[src/rtl/mips_pkg.sv]
// mips_pkg: shared types, constants and lane helpers for the MEM stage.
// Subword support in the stage is enabled with `define MEM_SUBWORD_EN.
package mips_pkg;

    localparam int XLEN   = 32;
    localparam int REG_AW = 5;

    typedef enum logic [1:0] {
        BYTE = 2'b00,
        HALF = 2'b01,
        WORD = 2'b10
    } mem_size_e;

    typedef enum logic [1:0] {
        IDLE   = 2'b00,
        ACCESS = 2'b01,
        RESP   = 2'b10
    } mem_state_e;

    function automatic logic [3:0] lane_be(
        input mem_size_e  sz,
        input logic [1:0] off
    );
        logic [3:0] be;
        case (sz)
            BYTE:    be = 4'b0001 << off;
            HALF:    be = off[1] ? 4'b1100 : 4'b0011;
            default: be = 4'hF;
        endcase
        return be;
    endfunction

endpackage

[src/rtl/load_align.sv]
// load_align: picks the addressed lane out of a load word and
// zero- or sign-extends it to XLEN.
module load_align
    import mips_pkg::*;
(
    input  logic [XLEN-1:0] rdata_i,
    input  mem_size_e       size_i,
    input  logic [1:0]      off_i,
    input  logic            signed_i,
    output logic [XLEN-1:0] data_o
);

    logic [7:0]  b;
    logic [15:0] h;

    always_comb begin
        b = rdata_i[{off_i, 3'b000} +: 8];
        h = off_i[1] ? rdata_i[31:16] : rdata_i[15:0];
        case (size_i)
            BYTE:    data_o = {{24{signed_i & b[7]}}, b};
            HALF:    data_o = {{16{signed_i & h[15]}}, h};
            default: data_o = rdata_i;
        endcase
    end

endmodule

[src/rtl/mem_stage.sv]
// mem_stage: MEM pipeline stage with data-memory handshake and timeout.
// Define MEM_SUBWORD_EN for byte/half accesses; default is word-only.
module mem_stage
    import mips_pkg::*;
#(
    parameter int TIMEOUT_CYCLES = 16
) (
    input  logic              clk,
    input  logic              rst_n,
    input  logic              in_valid,
    output logic              in_ready,
    input  logic [XLEN-1:0]   aluOut,
    input  logic [XLEN-1:0]   writeData,
    input  logic              memRead,
    input  logic              memWrite,
    input  logic              memSigned,
    input  logic [1:0]        memSize,
    input  logic              regWrite,
    input  logic [REG_AW-1:0] writeReg,
    output logic              dmem_req,
    output logic              dmem_we,
    output logic [XLEN-1:0]   dmem_addr,
    output logic [XLEN-1:0]   dmem_wdata,
    output logic [3:0]        dmem_be,
    input  logic              dmem_ack,
    input  logic [XLEN-1:0]   dmem_rdata,
    output logic              wb_valid,
    output logic              wb_regWrite,
    output logic [REG_AW-1:0] wb_writeReg,
    output logic [XLEN-1:0]   wb_result,
    output logic              bus_err,
    output logic              align_err
);

    localparam int CW = $clog2(TIMEOUT_CYCLES + 1);
    localparam logic [CW-1:0] CNT_LAST = CW'(TIMEOUT_CYCLES - 1);

    mem_state_e        state_q;
    logic [CW-1:0]     cnt_q;
    logic              req_q;
    logic              we_q;
    logic [XLEN-1:0]   addr_q;
    logic [XLEN-1:0]   wdata_q;
    logic [3:0]        be_q;
    logic              load_q;
    logic              rw_q;
    mem_size_e         size_q;
    logic [1:0]        off_q;
    logic              sign_q;
    logic              wb_valid_q;
    logic              wb_rw_q;
    logic [REG_AW-1:0] wb_reg_q;
    logic [XLEN-1:0]   wb_res_q;
    logic              bus_err_q;
    logic              align_err_q;

    mem_size_e         sz;
    logic              sgn;
    logic              is_mem;
    logic              misalign;
    logic [3:0]        be_d;
    logic [XLEN-1:0]   wdata_d;
    logic [XLEN-1:0]   ld_data;

`ifdef MEM_SUBWORD_EN
    assign sz  = (memSize == 2'b11) ? WORD
                                    : mem_size_e'(memSize);
    assign sgn = memSigned;
`else
    logic unused_sub;
    assign unused_sub = ^{memSize, memSigned};
    assign sz  = WORD;
    assign sgn = 1'b0;
`endif

    assign is_mem = memRead | memWrite;
    assign be_d   = lane_be(sz, aluOut[1:0]);

    always_comb begin
        misalign = 1'b0;
        wdata_d  = writeData;
        case (sz)
            BYTE: wdata_d = {4{writeData[7:0]}};
            HALF: begin
                misalign = aluOut[0];
                wdata_d  = {2{writeData[15:0]}};
            end
            default: misalign = |aluOut[1:0];
        endcase
    end

    load_align u_load_align (
        .rdata_i  (dmem_rdata),
        .size_i   (size_q),
        .off_i    (off_q),
        .signed_i (sign_q),
        .data_o   (ld_data)
    );

    always_ff @(posedge clk or negedge rst_n) begin
        if (!rst_n) begin
            state_q     <= IDLE;
            cnt_q       <= '0;
            req_q       <= 1'b0;
            we_q        <= 1'b0;
            addr_q      <= '0;
            wdata_q     <= '0;
            be_q        <= '0;
            load_q      <= 1'b0;
            rw_q        <= 1'b0;
            size_q      <= WORD;
            off_q       <= '0;
            sign_q      <= 1'b0;
            wb_valid_q  <= 1'b0;
            wb_rw_q     <= 1'b0;
            wb_reg_q    <= '0;
            wb_res_q    <= '0;
            bus_err_q   <= 1'b0;
            align_err_q <= 1'b0;
        end else begin
            wb_valid_q  <= 1'b0;
            align_err_q <= 1'b0;
            case (state_q)
                IDLE: begin
                    if (in_valid) begin
                        wb_reg_q <= writeReg;
                        if (!is_mem) begin
                            wb_valid_q <= 1'b1;
                            wb_rw_q    <= regWrite;
                            wb_res_q   <= aluOut;
                        end else if (misalign) begin
                            wb_valid_q  <= 1'b1;
                            wb_rw_q     <= 1'b0;
                            wb_res_q    <= aluOut;
                            align_err_q <= 1'b1;
                        end else begin
                            state_q <= ACCESS;
                            cnt_q   <= '0;
                            req_q   <= 1'b1;
                            we_q    <= memWrite;
                            addr_q  <= {aluOut[31:2], 2'b00};
                            wdata_q <= wdata_d;
                            be_q    <= be_d;
                            load_q  <= ~memWrite;
                            rw_q    <= regWrite;
                            size_q  <= sz;
                            off_q   <= aluOut[1:0];
                            sign_q  <= sgn;
                        end
                    end
                end
                ACCESS: begin
                    // ack takes priority over a coincident timeout
                    if (dmem_ack) begin
                        state_q    <= RESP;
                        req_q      <= 1'b0;
                        wb_valid_q <= 1'b1;
                        wb_rw_q    <= load_q & rw_q;
                        if (load_q) begin
                            wb_res_q <= ld_data;
                        end
                    end else if (cnt_q == CNT_LAST) begin
                        state_q    <= RESP;
                        req_q      <= 1'b0;
                        bus_err_q  <= 1'b1;
                        wb_valid_q <= 1'b1;
                        wb_rw_q    <= 1'b0;
                    end else begin
                        cnt_q <= cnt_q + 1'b1;
                    end
                end
                RESP: state_q <= IDLE;
                default: state_q <= IDLE;
            endcase
        end
    end

    assign in_ready    = (state_q == IDLE);
    assign dmem_req    = req_q;
    assign dmem_we     = we_q;
    assign dmem_addr   = addr_q;
    assign dmem_wdata  = wdata_q;
    assign dmem_be     = be_q;
    assign wb_valid    = wb_valid_q;
    assign wb_regWrite = wb_rw_q;
    assign wb_writeReg = wb_reg_q;
    assign wb_result   = wb_res_q;
    assign bus_err     = bus_err_q;
    assign align_err   = align_err_q;

endmodule

[config.mk]
export PLATFORM = sky130hd
export DESIGN_NAME = mem_stage
export DESIGN_NICKNAME = d
export VERILOG_FILES = /design/src/rtl/mips_pkg.sv /design/src/rtl/load_align.sv /design/src/rtl/mem_stage.sv
export SDC_FILE = /design/constraint.sdc
export NUM_CORES = 1
export LEC_CHECK = 0
export ABC_AREA = 0
export BUFFER_PORTS_ARGS = -buffer_cell sky130_fd_sc_hd__buf_2
export CAP_MARGIN = 20
export CORE_MARGIN = 1
export CORE_UTILIZATION = 44
export CTS_CLUSTER_DIAMETER = 150
export DETAILED_ROUTE_END_ITERATION = 8
export MAX_ROUTING_LAYER = met4
export PLACE_DENSITY = 0.72
export SLEW_MARGIN = 5
export SYNTH_ARGS = -nofsm -noshare
export SYNTH_HDL_FRONTEND = slang
export SYNTH_HIERARCHICAL = 1
export SYNTH_SLANG_ARGS = --single-unit
[constraint.sdc]
create_clock -name clk -period 2.5 [get_ports clk]
set_input_delay 0.125 -clock clk [delete_from_list [all_inputs] [get_ports clk]]
set_output_delay 0.125 -clock clk [all_outputs]
set_load 0.01 [all_outputs]
# Word-level counts from Yosys, hierarchy flattened
# Cells that the tools add are included.
# totals
register_bits,115
wordCells,81
in_bits,111
out_inout_bits,112
# classes
add_sub_neg,1
muxes,38
n_reduce_logical,11
bitwise,5
eq_ne,11
# ops
operator,count
$mux 32,5
$pmux 32 s2,1
$mux 5,5
$mux 1,17
$ne 2x2->1 const B,6
$reduce_and 4->1,3
$mux 2,5
$pmux 5 s2,1
$reduce_and 5->1,2
$pmux 1 s2,3
$reduce_and 6->1,1
$add 5x1->5 const B,1
$eq 5x4->1 const B,1
$pmux 2 s2,1
$ne 3x2->1 const B,1
$ne 3x3->1 const B,1
$not 1->1,3
$reduce_and 3->1,1
$eq 2x1->1 const B,1
$logic_not 2->1,1
$ne 2x1->1 const B,1
$reduce_and 2->1,1
$reduce_bool 2->1,1
$reduce_or 2->1,1
2 further kinds,2

# Depth between registers and ports, before layout
# Gate-level depths: netlist of run 1.
# logic_depth
depth_word,5
mapped_depth,9
ltp_nobuf,7

# Modules after synthesis
# Netlist of run 1, hierarchy kept.
# by_module_without_submodules
mod,instances,area_per_inst_um2,cells_each
mem_stage,1,5009.8,392
load_align,1,681.9,133

# Least setup slack after synthesis of run 1
# Ideal clock, no wire load.
# synth_path
path_type,reg-to-reg
start,register cnt_q[0]
end,register cnt_q[3]
path_slack_ps,584
stages_incl_launch_ff,9
arrival_ps,1851
setup_ps,66
synth_period_minus_slack_ps,1916
path_buffers,1
cell_sequence,dfrtp_1 -> ha_1 -> and3_1 -> ha_1 -> or4b_1 -> clkbuf_1 -> nor3_1 -> a21oi_1 -> nand2_1
# synth_via
elab_chain_len,4
elab_cells_between_ends,7
cone_classes,1 x add/sub; 2 x eq/ne; 3 x mux; 1 x reduce/logical
# synth_lines
item,line_no,text
from (decl),mem_stage.sv:39,logic [CW-1:0] cnt_q;
from (signal assigned),mem_stage.sv:169,cnt_q <= cnt_q + 1'b1;
$add 5x1->5,mem_stage.sv:169,
$mux 5,mem_stage.sv:162,end else if (cnt_q == CNT_LAST) begin
$mux 5,mem_stage.sv:154,if (dmem_ack) begin
$pmux 5 s2,mem_stage.sv:123,case (state_q)
# Several ways; a longest one is shown, not always the timed one. The select of a mux whose other input is x is not followed.
# A chain may end at the register's enable or synchronous reset.

# Worst setup path after layout of run 1
# Same ends and word-level chain as after synthesis.

==> results by group, run 1 <==
Route
  • DR vias: 4935
  • 1st-iter DRT viols: 200
  • Via/cell ratio: 4.97
  • Drt total wl: 15900 µm
  • WL/cell: 16.1 µm
  • First drt pass iteration count: 4
  • Antenna viol nets, final: 0
  • Residual DRC count: 0

Logic synthesis
  • Commonest cells in the netlist: nand2_1 (170), dfrtp_1 (117), mux2_2 (74)
  • Syn Inst Count: 525
  • Post-synthesis sequential area ratio: 51.4%
  • Asr flop ratio synth: 100%
  • Largest cells by area after synthesis: dfrtp_1 (51%), mux2_2 (15%), nand2_1 (11%), mux2_4 (7.4%), a221o_1 (1.4%)
  • Synth unique cells: 37
  • Number of synthesized flops with an enable pin: 0
  • Syn. warnings: 6
  • Post-synthesis register bit count: 117
  • Post-Syn Area: 0.00569 mm²
  • Largest area contributor in the netlist: dfrtp_1
  • Post-Syn Area per Cell: 10.8 µm²
  • Top_reg_cell synth: dfrtp_1
  • Most common cell in the netlist: nand2_1
  • Yosys top cell area share: 51.4%

Clock tree
  • H-Tree Level Count: 4
  • Max clock buf depth: 2
  • Clock transition at path regs: 0.05 ns
  • CTS Buf Count: 17
  • Post-CTS sizing: 0
  • CTS tree: yes
  • Clk sinks: 117
  • Skew-Pair Late Insertion Delay: 0.41 ns
  • CTS root buffer: clkbuf_16

Finish
  • P&R area growth vs syn: 44.8%
  • Design Area, Final: 0.00824 mm²
  • ANT cells: 0
  • Finished Core Util: 65.3%
  • Layout Nets: 922
  • Final cell count without fillers: 992
  • Fillers: 1007
  • Share of layout cells above drive strength 1: 44.5%

Placed design
  • Buffers on Ports: 217
  • DP Area: 0.00690 mm²
  • Pre-CTS setup slack: 0.420 ns
  • Placed Cells: 890
  • GP Congestion: 0.846
  • Dpl hpwl: 10900 µm

Floorplan
  • Die H: 116 µm
  • Cell Rows: 41
  • Initial core utilization: 45.1%
  • I/O pin cnt: 223
  • Die X: 116 µm
  • Die area: 0.0134 mm²
  • Core Box Area: 0.0126 mm²

Global routing
  • First-pass GRT wire length: 24500 µm
  • Number of global-route vias before repair: 5098
  • Global Route Usage Sum: 25.0%
  • Initial antenna violation count: 0
  • Total gr overflow: 0
  • Largest net degree at the start of global routing: 59

Run
  • Max Cap Violations: 0

Power
  • Power Density: 839 mW/mm²
  • Worst VDD drop: 528 µV
  • Leak: 4.27 nW
  • Final Power: 6.92 mW

Timing
  • Setup-failing EPs final: 0
  • Max-slew violation count: 0
  • Sum Neg Setup Slack: 0 ns
  • F_max: 478 MHz
  • Final setup margin: 0.407 ns
  • Hold WS: 0.0741 ns
  • Fin Clk Skew: 0.00405 ns
  • Tcrit/Tclk final: 83.7%
  • Final Hold Vio Count: 0
  • Final Critical Period: 2.09 ns
  • Max_slew headroom: 57.5%
  • RSZ-0062 raised after global routing: no
  • Slew @ Worst Pin: 0.637 ns

Critical path
  • Crit Path Category: register to register
  • Largest fanout on the critical path: 8
  • CP Data Arrival Time: 2.44 ns
  • Worst setup EP type: register
  • Worst Path Required: 2.85 ns
  • Worst setup SP type: register

Min path
  • Hold crit path type: input port to register

Outcome
  • Outcome: finished clean
==> state kept, by name (all words and copies together) (netlist names), 2 cells and up <==
register     flops
wb_result       32
dmem_wdata      32
state_q          2
off_q            2
wb_writeReg      5
dmem_addr       30
cnt_q            5
==> worst paths after layout <==
check                      slack [ns]            startpoint                         end  depth (start not counted)
hold reg to reg                  0.46   bus_err$_DFFE_PN0P_         bus_err$_DFFE_PN0P_                          1
min in group asynchronous        0.14                 rst_n   dmem_addr[21]$_DFFE_PN0P_                          2
hold / removal                   0.07             aluOut[1]          wb_valid$_DFF_PN0_                          3
max in group asynchronous        1.55                 rst_n  wb_writeReg[4]$_DFFE_PN0P_                          3
setup reg to reg                 0.41  cnt_q[0]$_DFFE_PN0P_        cnt_q[3]$_DFFE_PN0P_                          7
setup / recovery                 0.41  cnt_q[0]$_DFFE_PN0P_        cnt_q[3]$_DFFE_PN0P_                          7
==> final cells by class <==
class,count,area [µm²],area share (%)
Tap cell,172,215,2.61
Sequential cell,117,2930,35.5
Inverter,5,18.8,0.228
Clock buffer,23,478,5.80
Clock inverter,8,148,1.79
Multi-Input combinational cell,370,2560,31.1
Timing Repair Buffer,297,1890,23.0
==> cells in the final DEF (no fill, tap or decap), types with 11 or more instances in the layout <==
cell	synthesis	final
dfrtp_1	117	117
clkbuf_16	0	17
dlygate4sd3_1	0	71
mux2_4	28	28
nand2b_1	11	11
buf_2	10	216
nand2_1	170	170
mux2_2	74	74
nand3_1	11	11
==> critical path, cell delays in order (launching register included) <==
cell and delay [ns]:
dfrtp_1 0.42, ha_1 0.24, and3_1 0.21, ha_1 0.22
or4b_1 0.60, nor3_1 0.23, a21oi_1 0.06, nand2_1 0.06
==> power by group <==
group | total [mW] | switching, mW | internal, mW
sequential | 2.61 | 0.252 | 2.36
combinational | 1.73 | 0.801 | 0.926
clock | 2.58 | 0.840 | 1.74
==> routing by layer <==
layer	track usage, %	vias to the layer above	routed length, µm	part of all wire (%)
li1	-	2322	-	-
met1	28.3	2376	6560	41
met2	41.6	206	7950	50
met3	6.85	31	1080	6.7
met4	10.8	0	345	2.2
met5	-	-	0	0
==> cell families after synthesis <==
family | count (synthesis) | synth area share [%]
AOI/OAI and AO/OA | 38 | 4.62
adders and majority gates | 3 | 0.660
buffers and inverters | 41 | 3.98
DFF | 117 | 51.4
muxes | 103 | 22.4
other | 2 | 0.132
and+or+nand+nor | 221 | 16.8
==> repair_timing <==
item,4_1_cts,5_1_grt
buffers inserted,0,0
hold buffers,71,0
endpoints found under the hold margin,147,0
Note: power is estimated with default switching activity, not from simulation.
==> inputs of run 2 (changes only) <==
==> constraint.sdc (replaced) <==
create_clock -name clk -period 2.05 [get_ports clk]
set_input_delay 0.1025 -clock clk [delete_from_list [all_inputs] [get_ports clk]]
set_output_delay 0.1025 -clock clk [all_outputs]
set_load 0.01 [all_outputs]
==> run 2 against run 1 <==
Clock power rose by 7.8%. Via count grew 0.77%. First-iteration DRC count is 3.0% higher. Utilization fell by 0.089 points. Die area did not move. Non-clock buffer count rose by 3. Combinational power increased by 23%. Largest cell class unchanged. Register-to-register slack lost 0.32 ns.
==> results by group, run 2 (same netlist as run 1, synthesis figures left out) <==
Outcome
  • Outcome: finished clean

Finish
  • Most frequent cells in the layout: buf_2 (216), nand2_1 (170), dfrtp_1 (117), mux2_2 (74), dlygate4sd3_1 (71)
  • Share of layout cells above drive strength 1: 45.1%
  • Fillers: 999
  • Layout Nets: 925
  • P&R area growth vs syn: 44.6%
  • Commonest non-fill, non-tap cell in the layout: buf_2
  • ANT cells: 0

Critical path
  • Worst Path Required: 2.40 ns
  • Worst setup SP type: register
  • Crit Path Category: register to register
  • CP Data Arrival Time: 2.31 ns
  • Worst setup EP type: register
  • Largest fanout on the critical path: 8

Route
  • First drt pass iteration count: 4
  • DR vias: 4973
  • Residual DRC count: 0
  • Drt total wl: 16600 µm
  • 1st-iter DRT viols: 206
  • Via/cell ratio: 4.99
  • Antenna viol nets, final: 0
  • WL/cell: 16.7 µm

Global routing
  • Total gr overflow: 0
  • Number of global-route vias before repair: 5264
  • Initial antenna violation count: 0
  • First-pass GRT wire length: 25500 µm
  • Largest net degree at the start of global routing: 43
  • Global Route Usage Sum: 26.3%

Clock tree
  • CTS root buffer: clkbuf_16
  • CTS Buf Count: 17
  • Skew-Pair Late Insertion Delay: 0.42 ns
  • Max clock buf depth: 2
  • Setup Fix Bufs, Post-CTS: 0
  • CTS tree: yes
  • Clk sinks: 117
  • Clock transition at path regs: 0.05 ns
  • H-Tree Level Count: 4

Run
  • Max Cap Violations: 0

Placed design
  • Dpl hpwl: 11100 µm
  • Buffers on Ports: 217
  • GP Congestion: 0.856

Floorplan
  • Die X: 116 µm
  • Core Box Area: 0.0126 mm²
  • Cell Rows: 41
  • Initial core utilization: 45.1%
  • Die area: 0.0134 mm²
  • Die H: 116 µm
  • I/O pin cnt: 223

Power
  • Worst VDD drop: 744 µV
  • Power Density: 983 mW/mm²
  • Leak: 4.26 nW

Timing
  • Tcrit/Tclk final: 95.6%
  • RSZ-0062 raised after global routing: no
  • Sum Neg Setup Slack: 0 ns
  • Max_slew headroom: 58.6%
  • Fin Clk Skew: 0.00620 ns
  • Setup-failing EPs final: 0
  • Slew @ Worst Pin: 0.621 ns
  • Max-slew violation count: 0
  • F_max: 510 MHz
  • Final Critical Period: 1.96 ns
  • Hold WS: 0.0329 ns
  • Final Hold Vio Count: 0

Min path
  • Hold crit path type: input port to register
## run 2: cell count changes in the layout (fill, tap and decap cells not counted), sizes merged
cell	delta
clkinv	+1
bufinv	-3
buf	+3
clkinvlp	+3
## run 2: path summary, 6_finish.rpt
check                                            endpoint            startpoint  slack [ns]  depth (start not counted)
worst max-delay path                 cnt_q[3]$_DFFE_PN0P_  cnt_q[0]$_DFFE_PN0P_        0.09                          7
worst min-delay path                   wb_valid$_DFF_PN0_             aluOut[0]        0.03                          3
worst max register to register       cnt_q[3]$_DFFE_PN0P_  cnt_q[0]$_DFFE_PN0P_        0.09                          7
worst min register to register        bus_err$_DFFE_PN0P_   bus_err$_DFFE_PN0P_        0.47                          1
max in group asynchronous       dmem_addr[28]$_DFFE_PN0P_                 rst_n        1.17                          3
min in group asynchronous       dmem_addr[21]$_DFFE_PN0P_                 rst_n        0.23                          2
## run 2: final cells by class
cell class	count	area, µm²	area share (%)
Clock buffer	23	478	5.81
Clock inverter	9	77.6	0.943
Inverter	5	18.8	0.228
Multi-Input combinational cell	370	2570	31.3
Sequential cell	117	2930	35.6
Tap cell	172	215	2.62
Timing Repair Buffer	300	1940	23.6
## run 2: timing repair
action	4_1_cts	5_1_grt
endpoints found under the setup margin	1	2
hold buffers	71	0
hold endpoints to repair	111	0
pin swaps	0	1
gates resized for setup	1	3
## run 2: worst max-delay path, stage by stage (launching register included)
cell,delay (ns)
dfrtp_1,0.41
ha_1,0.23
and3_1,0.20
ha_2,0.19
or4b_4,0.57
nor3_2,0.17
a21oi_1,0.06
nand2_1,0.07
## run 2: per-stage QoR
step / area [µm²] / instances / setup WS, ns / util, % / power, mW
final: 8230 / 996 / 0.0896 / 65.2 / 8.09
after CTS: 8220 / 996 / 0.0675 / 65.1 / 8.12
after floorplan: 5700 / 528 / 0.134 / - / 4.29
after detailed placement: 6950 / 893 / -0.0101 / 55.1 / 5.20
after global placement: 6950 / 893 / 0.0877 / 55.1 / 5.12
after global routing: 8230 / 996 / 0.0180 / 65.2 / 8.50
## run 2: where the power goes
part	internal, mW	switching, mW
logic	1.14	0.983
registers	2.87	0.316
clock network	1.75	1.03
## run 2: per-layer routing
metal  GRT usage [%]  up-vias  share of wire (%)
li1                -     2332                  -
met1            29.0     2391                 40
met2            45.3      214                 51
met3            6.43       36                6.6
met4            11.4        0                2.3
met5               -        -                  0
==> inputs of run 3 (changes only) <==
--- a/config.mk
+++ b/config.mk
@@ -8,7 +8,7 @@
 export ABC_AREA = 0
 export BUFFER_PORTS_ARGS = -buffer_cell sky130_fd_sc_hd__buf_2
 export CAP_MARGIN = 20
-export CORE_MARGIN = 1
+export CORE_MARGIN = 5
 export CORE_UTILIZATION = 44
 export CTS_CLUSTER_DIAMETER = 150
 export DETAILED_ROUTE_END_ITERATION = 8
==> run 3 against run 2 <==
Via count is 0.62% lower. Combinational power is essentially flat. Critical path depth unchanged. Design area down 0.17%. Highest routed layer unchanged. Total power increased by 1.7%. First-iteration DRC count grew 13%. Clock-buffer cell count down 2. Sequential power hardly changed.
==> results by group, run 3 (same netlist as run 1, synthesis figures left out) <==
Timing
  • Tcrit/Tclk final: 99.3%
  • Final Critical Period: 2.04 ns
  • Max-slew violation count: 0
  • Setup-failing EPs final: 0
  • Slew @ Worst Pin: 0.634 ns
  • Max_slew headroom: 57.8%
  • Sum Neg Setup Slack: 0 ns
  • RSZ-0062 raised after global routing: no
  • Fin Clk Skew: 0.00999 ns
  • F_max: 491 MHz
  • Final Hold Vio Count: 0

Critical path
  • Worst path max stage delay: 0.54 ns
  • WP buf/inv: 0
  • CP Data Arrival Time: 2.37 ns
  • Critical Path, Cell by Cell: ha_1, and3_1, ha_1, or4b_4, nor3_1, a21oi_1, nand2_1
  • Worst setup SP type: register
  • CP max-delay cell: or4b_4
  • Worst Path Required: 2.39 ns
  • Largest fanout on the critical path: 8
  • Crit-path leading delay family: simple AND/OR/NAND/NOR gates
  • Cell mode on critical path: ha_1
  • Crit Path Category: register to register
  • Worst setup EP type: register

Global routing
  • Number of global-route vias before repair: 5395
  • Largest net degree at the start of global routing: 118
  • Initial antenna violation count: 2
  • First-pass GRT wire length: 26500 µm
  • Global Route Usage Sum: 23.3%
  • Total gr overflow: 0

Floorplan
  • Die H: 124 µm
  • Die area: 0.0153 mm²
  • Cell Rows: 41
  • I/O pin cnt: 223
  • Core Box Area: 0.0127 mm²
  • Die X: 124 µm
  • Initial core utilization: 44.9%

Power
  • Internal power: 5.86 mW
  • Net Switching: 2.37 mW
  • Leak: 4.26 nW
  • Power Density: 1000 mW/mm²
  • Clock share of power: 35.4%
  • Flop pwr share: 38.8%
  • Worst VDD drop: 633 µV
  • Switching portion of total power: 28.8%
  • Comb pwr share: 25.8%

Clock tree
  • Clock transition at path regs: 0.05 ns
  • Clk sinks: 117
  • CTS root buffer: clkbuf_16
  • Setup Fix Bufs, Post-CTS: 0
  • Skew-Pair Late Insertion Delay: 0.41 ns
  • CTS Buf Count: 17
  • CTS tree: yes
  • H-Tree Level Count: 4
  • Max clock buf depth: 2

Placed design
  • Placed Cells: 889
  • Buffers on Ports: 217
  • GP Congestion: 0.883
  • Dpl hpwl: 11600 µm

Finish
  • Share of layout cells above drive strength 1: 44.8%
  • Final cell count without fillers: 994
  • Layout Nets: 921
  • Reg area: 0.00293 mm²
  • Most frequent cells in the layout: buf_2 (216), nand2_1 (170), dfrtp_1 (117), mux2_2 (74), dlygate4sd3_1 (71)
  • P&R area growth vs syn: 44.3%
  • Fillers: 1005
  • Multi-input gate area: 0.00256 mm²
  • Commonest non-fill, non-tap cell in the layout: buf_2

Route
  • Residual DRC count: 0
  • Antenna viol nets, final: 0
  • First drt pass iteration count: 4
  • DR vias: 4942
  • Drt total wl: 17000 µm
  • Via/cell ratio: 4.97
  • WL/cell: 17.1 µm
  • 1st-iter DRT viols: 232

Outcome
  • Outcome: finished clean

Run
  • Max Cap Violations: 0

Min path
  • Hold crit path type: input port to register
## run 3: changes by cell type in the layout (fill, tap and decap cells not counted), sizes merged
cell	change
buf	-4
bufinv	+1
clkbuf	-2
clkinv	+2
clkinvlp	-2
diode	+2
inv	+1
## run 3: worst reg2reg max path, cell delays in order, from the launching register on
cell and delay, ns:
dfrtp_1 0.41, ha_1 0.23, and3_1 0.21, ha_1 0.22, or4b_4 0.54, nor3_1 0.25
a21oi_1 0.06, nand2_1 0.07
## run 3: power by group through the flow
stage | combinational (mW) | sequential [mW] | clock (mW)
3_5_place_dp | 2.02 | 3.21 | 0
3_3_place_gp | 1.97 | 3.17 | 0
2_1_floorplan | 0.850 | 3.44 | 0
5_1_grt | 2.32 | 3.25 | 3.09
4_1_cts | 2.13 | 3.18 | 2.97
6_report | 2.12 | 3.19 | 2.91
## run 3: final cells by class
class | instances | area share [%]
repair buffers | 296 | 23.1
multi-input cells | 370 | 31.2
inverters | 5 | 0.228
well taps | 172 | 2.62
clock buffers | 21 | 5.61
flip-flops and latches | 117 | 35.6
clock inverters | 11 | 1.54
diodes | 2 | 0.0609
## run 3: metrics by stage
| step | hold slack [ns] | total power, mW | util, % | setup slack (ns) | area, µm² |
|---|---|---|---|---|---|
| 6_report | 0.0337 | 8.23 | 64.8 | 0.0146 | 8210 |
| 5_1_grt | 0.0433 | 8.66 | 64.8 | 0.0240 | 8210 |
| 4_1_cts | 0.0205 | 8.29 | 64.8 | 0.0776 | 8210 |
| 3_5_place_dp | 0.260 | 5.23 | 54.5 | 0.00427 | 6910 |
| 3_3_place_gp | 0.233 | 5.15 | 54.5 | 0.0748 | 6910 |
| 2_1_floorplan | -0.193 | 4.29 | - | 0.134 | 5700 |
## run 3: layer usage
layer	track usage [%]	vias to the layer above	wire, µm
li1	-	2334	-
met4	9.69	0	370
met3	7.49	35	1520
met1	26.2	2355	6650
met5	-	-	0
met2	38.4	218	8420
## run 3: final timing paths
path                                            from                   endpoint  slack (ns)  cells past startpoint
worst min register to register   bus_err$_DFFE_PN0P_        bus_err$_DFFE_PN0P_        0.48                      1
worst max-delay path            cnt_q[0]$_DFFE_PN0P_       cnt_q[3]$_DFFE_PN0P_        0.01                      7
worst min-delay path                       aluOut[1]         wb_valid$_DFF_PN0_        0.03                      3
min in group asynchronous                      rst_n  dmem_addr[19]$_DFFE_PN0P_        0.32                      3
worst max register to register  cnt_q[0]$_DFFE_PN0P_       cnt_q[3]$_DFFE_PN0P_        0.01                      7
max in group asynchronous                      rst_n       cnt_q[3]$_DFFE_PN0P_        1.23                      3
## run 3: timing repair
item,4_1_cts,5_1_grt
endpoints found under the setup margin,1,0
gates resized for setup,1,0
hold buffers,71,0
hold endpoints to repair,188,0
